`src/rtl/handshake_pkg.sv`:
```
// Shared definitions for the two-entry valid/ready skid buffer.
package handshake_pkg;

  localparam int LEVEL_W = 2;

  // Buffer state encoding. The value 3 is never produced and is handled as empty.
  localparam logic [1:0] ST_EMPTY = 2'd0;
  localparam logic [1:0] ST_BUSY  = 2'd1;
  localparam logic [1:0] ST_FULL  = 2'd2;

  // Number of beats held in the buffer for a given state.
  function automatic logic [LEVEL_W-1:0] level_of(input logic [1:0] st);
    case (st)
      ST_BUSY: level_of = 2'd1;
      ST_FULL: level_of = 2'd2;
      default: level_of = 2'd0;
    endcase
  endfunction

endpackage

```
`src/rtl/handshake_skid.sv`:
```
// Two-entry skid buffer (register slice) for a valid/ready stream.
//
// Handshake: a beat moves on a rising clk edge when valid and ready are both
// high on that interface. Upstream accept is acc = valid_i && ready_o.
// Downstream take is take = valid_o && ready_i. A producer holds valid/data
// steady until the beat moves. ready_o, valid_o, data_o and level_o all come
// straight from flops. No combinational path runs from ready_i to ready_o or
// from valid_i to valid_o.
//
// r_data feeds data_o. r_skid holds the second beat while the buffer is FULL.
// level_o equals the state encoding, so it also serves as the FSM debug view.
module handshake_skid
  import handshake_pkg::*;
#(
  parameter int WIDTH = 32
) (
  input  logic               clk,
  input  logic               rstn,
  input  logic               valid_i,
  output logic               ready_o,
  input  logic [WIDTH-1:0]   data_i,
  output logic               valid_o,
  input  logic               ready_i,
  output logic [WIDTH-1:0]   data_o,
  output logic [LEVEL_W-1:0] level_o
);

  logic [1:0]         r_state;
  logic               r_ready;
  logic               r_valid;
  logic [LEVEL_W-1:0] r_level;
  logic [WIDTH-1:0]   r_data;
  logic [WIDTH-1:0]   r_skid;

  logic               w_acc;
  logic               w_take;
  logic [1:0]         w_next_state;
  logic               w_ready_nxt;
  logic               w_valid_nxt;
  logic [LEVEL_W-1:0] w_level_nxt;

  assign w_acc  = valid_i && r_ready;
  assign w_take = r_valid && ready_i;

  assign ready_o = r_ready;
  assign valid_o = r_valid;
  assign data_o  = r_data;
  assign level_o = r_level;

  // State register with the registered handshake and occupancy outputs.
  always_ff @(posedge clk or negedge rstn) begin
    if (!rstn) begin
      r_state <= ST_EMPTY;
      r_ready <= 1'b0;
      r_valid <= 1'b0;
      r_level <= '0;
    end else begin
      r_state <= w_next_state;
      r_ready <= w_ready_nxt;
      r_valid <= w_valid_nxt;
      r_level <= w_level_nxt;
    end
  end

  // Next state from the accept and take events.
  always_comb begin
    w_next_state = r_state;
    case (r_state)
      ST_BUSY: begin
        if (w_acc && !w_take)      w_next_state = ST_FULL;
        else if (!w_acc && w_take) w_next_state = ST_EMPTY;
      end
      ST_FULL: begin
        if (w_take) w_next_state = ST_BUSY;
      end
      default: begin
        // EMPTY, and the unused encoding recovers as EMPTY.
        w_next_state = w_acc ? ST_BUSY : ST_EMPTY;
      end
    endcase
  end

  // Output values to be registered, all decoded from the next state.
  always_comb begin
    w_ready_nxt = (w_next_state != ST_FULL);
    w_valid_nxt = (w_next_state != ST_EMPTY);
    w_level_nxt = level_of(w_next_state);
  end

  // Payload registers. data_o keeps its last value while empty.
  always_ff @(posedge clk or negedge rstn) begin
    if (!rstn) begin
      r_data <= '0;
      r_skid <= '0;
    end else begin
      case (r_state)
        ST_BUSY: begin
          if (w_acc && w_take)       r_data <= data_i;
          else if (w_acc && !w_take) r_skid <= data_i;
        end
        ST_FULL: begin
          if (w_take) r_data <= r_skid;
        end
        default: begin
          if (w_acc) r_data <= data_i;
        end
      endcase
    end
  end

endmodule

```
`config.mk`:
```
export PLATFORM = sky130hd
export DESIGN_NAME = handshake_skid
export DESIGN_NICKNAME = d
export VERILOG_FILES = /design/src/rtl/handshake_pkg.sv /design/src/rtl/handshake_skid.sv
export SDC_FILE = /design/constraint.sdc
export NUM_CORES = 1
export LEC_CHECK = 0
export CAP_MARGIN = 20
export CORE_UTILIZATION = 47
export CTS_BUF_LIST = sky130_fd_sc_hd__clkbuf_8
export DETAILED_ROUTE_END_ITERATION = 12
export PLACE_DENSITY = 0.79
export SYNTH_ARGS = -nofsm -noshare
export SYNTH_HDL_FRONTEND = slang
export SYNTH_SLANG_ARGS = --single-unit
```
`constraint.sdc`:
```
create_clock -name clk -period 1.75 [get_ports clk]
set_input_delay 0.35 -clock clk [delete_from_list [all_inputs] [get_ports clk]]
set_output_delay 0.35 -clock clk [all_outputs]
set_load 0.01 [all_outputs]
```
; ---- After elaboration in Yosys (flattened, before gate mapping)
; Index checks and enable logic that the tools add are counted.
[classes]
muxes = 10
n_reduce_logical = 11
n_bitwise = 1
eq_ne = 7
[op_table]
columns = op, n
row1 = $mux 32, 3
row2 = $pmux 32 s2, 1
row3 = $pmux 2 s2, 2
row4 = $mux 2, 3
row5 = $ne 2x2->1 const B, 3
row6 = $reduce_and 3->1, 2
row7 = $logic_and 1x1->1, 5
row8 = $eq 2x1->1 const B, 2
row9 = $eq 2x2->1 const B, 2
row10 = $reduce_bool 3->1, 1
row11 = $logic_not 1->1, 2
row12 = $reduce_bool 2->1, 1
row13 = $mux 1, 1
row14 = $not 1->1, 1
[word_totals]
output_inout_bits = 36
word_cells = 35
reg_bits = 70
inputBits = 36

; ---- Depth between registers and ports, before layout
[logic_depth]
ltp_word = 8
mapped_depth = 8
ltp_nobuf = 6

; ---- Worst setup path before layout
; No wires, ideal clock.
[synth_path]
path_kind = register -> register
startpoint = reg r_state[1]
endpoint = reg r_data[10], in the netlist data_o[10]
stages_incl_launch_ff = 8
setup_slack_ps = 27
synth_period_minus_slack_ps = 1723
t_required_ps = 1625
t_arrival_ps = 1598
cell_sequence = dfrtp_1 inv_1 ha_1 nand2b_1 a21oi_2 a21oi_4 buf_6 mux2_2
[synth_between]
elab_chain_cells = 3
word_cells_on_any_way = 7
cone_classes = eq/ne: 4 / mux: 1 / reduce/logical: 2
[synth_rtl]
columns = item, line_no
row1 = from (decl), handshake_skid.sv:28  ; logic [1:0] r_state;
row2 = from (signal assigned), handshake_skid.sv:58  ; r_state <= w_next_state;
row3 = $eq 2x1->1 / $eq 2x2->1 (equally long branches), handshake_skid.sv:96  ; case (r_state)
row4 = $ne 2x2->1 (no source line) / $reduce_bool 3->1 (equally long branches), --
row5 = $reduce_and 3->1 (no source line), --
row6 = to (signal assigned), handshake_skid.sv:98  ; if (w_acc && w_take) r_data <= data_i;
row7 = to (signal assigned), handshake_skid.sv:102  ; if (w_take) r_data <= r_skid;
row8 = to (signal assigned), handshake_skid.sv:105  ; if (w_acc) r_data <= data_i;
row9 = to (decl), handshake_skid.sv:32  ; logic [WIDTH-1:0] r_data;
; Several ways; a longest one is shown, not always the timed one.
; A chain may end at the register's enable or synchronous reset.

; ---- Final worst setup path
[layout_path]
startpoint = reg r_state[1]
endpoint = reg r_data[19], in the netlist data_o[19]
; The elaborated chain is that of the path after synthesis.

==> results.cfg <==
[die]
die_area_sq_um = 6960
die_h_um = 83.4
row_count = 29
design.core.area_sq_um = 6390
initial_core_util_pct = 48.8
die_w_um = 83.4
num_io_pins = 72

[cells_and_area]
finish.utilization_pct = 68.1
area_growth_pct = 39.5
finalNonFillerCells = 373
final_nets = 329
layout-drive-gt1-share_pct = 45.9
antenna_cells = 0

[clock_tree]
clk_pin_slew_ns = 0.08
cts_tree = built
h-tree-depth = 3
cts_buffers = 9
cts.sinks = 70
cts_buffer_depth = 2
root_buffer = clkbuf_8
clk_latency_ns = 0.34

[timing]
rsz0062_at_grt = yes
finalClockSkew_ns = 0.00809
slew_headroom_pct = 73.7
final-hold-violation-count = 0
worstMarginPinSlew_ns = 0.395
finalCritPeriodShare_pct = 99.9
setup_viol = 0
drv_slew = 0
max_freq_ghz = 0.572
period_needed_ns = 1.75

[setup_path]
r2r_start = r_state[1]
crit_path_end_kind = flip-flop
critPathKind = reg -> reg
critPathMaxFanout = 16
rr_worst_depth = 7
crit_arrival_ns = 1.98
rr_endpoint = data_o[19]
ff2ff_setup_slack_ns = 0.002
cp.required_ns = 1.98
startpoint_type = flip-flop

[detailed_routing]
ant_nets = 0
num_vias = 1947
avgRoutedWirePerCell_um = 16.5
drtIter0Drc = 74
wl_mm = 6.14
routed_via_density = 5.22
first_pass_iters = 2
drc = 0

[global_route]
overflow = 0
grt_start_max_net_pins = 71
grt_pass1_vias = 2016
antenna_found_initial = 0
grt_usage_pct = 17.6
grt_first_pass_wirelength_mm = 9.54

[synthesis]
synth_cell_types = 22
synth_area_per_cell_sq_um = 15.2
synth_cells = 205
yosysSeqAreaShare_pct = 56.2
ys_ff_latch = 70
synth.cell_area_sq_um = 3120
yosys_warnings = 0
syn_nets = 243

[outcome]
outcome = finished, final reports clean

[pwr]
ir_drop_v = 0.00109
power_density_nw_per_um2 = 1740
p_leak_nw = 1.82

[job]
maxCapViolations = 0

[placed_design]
routabilityCongestion = 0.761
dp.cells = 352
io_buffers = 71
dp_hpwl_mm = 3.69

[min_path]
hp-class = in -> async
cell families after synthesis:
kind of cell | share of synthesized area [%]
AOI/OAI and AO/OA | 2.85
DFF | 56.2
and+or+nand+nor | 2.25
xor gates and xnor gates | 0.281
adders and majority gates | 0.803
muxes | 34.7
buffers and inverters | 2.89
layout by cell type, fill, tap and decap left out:
cell type,count
a21oi_4,1
buf_2,1
nor2b_1,1
inv_2,1
clkdlybuf4s50_1,70
a21oi_1,3
dfrtp_2,2
clkbuf_8,10
buf_6,1
nand2b_4,1
dfrtp_1,68
clkinv_2,1
xnor2_1,1
a2111oi_4,1
ha_4,2
clkbuf_16,1
nor2_1,3
bufinv_16,2
nand3_2,1
and2_2,1
and2_1,1
nand2b_1,2
clkinv_4,2
nand2_1,4
mux2_4,8
inv_1,3
a21oi_2,1
mux2_1,1
mux2_2,87
a31oi_1,2
buf_12,7
o2bb2ai_1,1
buf_4,5
synth_stat cells:
cell	count	share of area (%)
buf_4	4	0.96
and2_2	1	0.24
buf_2	3	0.48
a31oi_1	2	0.40
ha_1	2	0.80
xnor2_1	1	0.28
nand2_1	4	0.48
a21oi_2	1	0.28
dfrtp_1	70	56
and2_1	1	0.20
nand2b_1	3	0.60
a21oi_4	1	0.52
nor2_1	3	0.36
buf_6	3	1.1
o2bb2ai_1	1	0.28
mux2_1	1	0.36
mux2_2	95	34
a2111oi_4	1	0.88
nand3_1	1	0.16
nor2b_1	1	0.20
a21oi_1	3	0.48
inv_1	3	0.36
worst max-delay path by stage:
stage,from,end,slack [ns],cells past startpoint
floorplan,r_state[1],data_o[10],0.03,7
global placement,valid_i,data_o[20],-0.14,5
detailed placement,ready_i,data_o[29],-0.17,6
CTS,r_state[0],data_o[18],0.002,6
global route,r_state[1],data_o[19],-0.07,7
finish,r_state[1],data_o[19],0.002,7
layer usage:
layer  vias up  global-route usage (%)  share of wire, %
li1        903                       -                 -
met1       993                    21.7                44
met2        42                    29.1                50
met3         9                    5.07               5.1
met4         0                    6.93               1.4
met5         -                       0                 0
sequential cells by signal, summed over array words and instances (netlist names):
signal	cells
r_state	2
level_o	2
data_o	32
valid_o	1
ready_o	1
r_skid	32
area by class of cell:
| type | instances | area (sq um) |
|---|---|---|
| clock buffer | 10 | 138 |
| clock inverter | 6 | 86.3 |
| fill | 447 | 2040 |
| inverter | 3 | 11.3 |
| multi-input combinational | 122 | 1340 |
| sequential | 70 | 1750 |
| tap | 77 | 96.3 |
| timing repair buffer | 85 | 920 |
worst max-delay path, cell delays in order (launching register included):
cell      delay, ns
dfrtp_2        0.45
inv_2          0.09
ha_4           0.14
nand2b_4       0.12
a21oi_2        0.06
a21oi_4        0.22
buf_12         0.20
mux2_2         0.35
power breakdown:
| part | total (mW) | internal, mW | leakage, nW | switching, mW |
|---|---|---|---|---|
| registers | 2.85 | 2.43 | 0.823 | 0.411 |
| logic | 3.27 | 2.09 | 0.880 | 1.18 |
| clock network | 1.45 | 0.839 | 0.118 | 0.607 |
| total | 7.56 | 5.36 | 1.82 | 2.20 |
per-stage QoR:
| step | power (mW) | TNS, ns | cell area, sq um | hold WS [ns] | worst slack, ns |
|---|---|---|---|---|---|
| 2_1_floorplan | 4.51 | 0 | 3120 | 0.0544 | 0.0273 |
| 6_report | 7.56 | 0 | 4350 | 0.00309 | 0.00173 |
| 3_5_place_dp | 5.85 | -7.86 | 3990 | 0.405 | -0.172 |
| 4_1_cts | 7.32 | 0 | 4210 | 0.0346 | 0.00242 |
| 5_1_grt | 7.97 | -1.58 | 4350 | 0.0510 | -0.0656 |
| 3_3_place_gp | 5.75 | -6.63 | 3990 | 0.403 | -0.140 |
timing repair:
action,CTS,global route
hold buffers,0,0
gates resized for setup,0,15
setup buffers,0,3
setup endpoints to repair,0,32
Power figures use the tool's default switching activity.
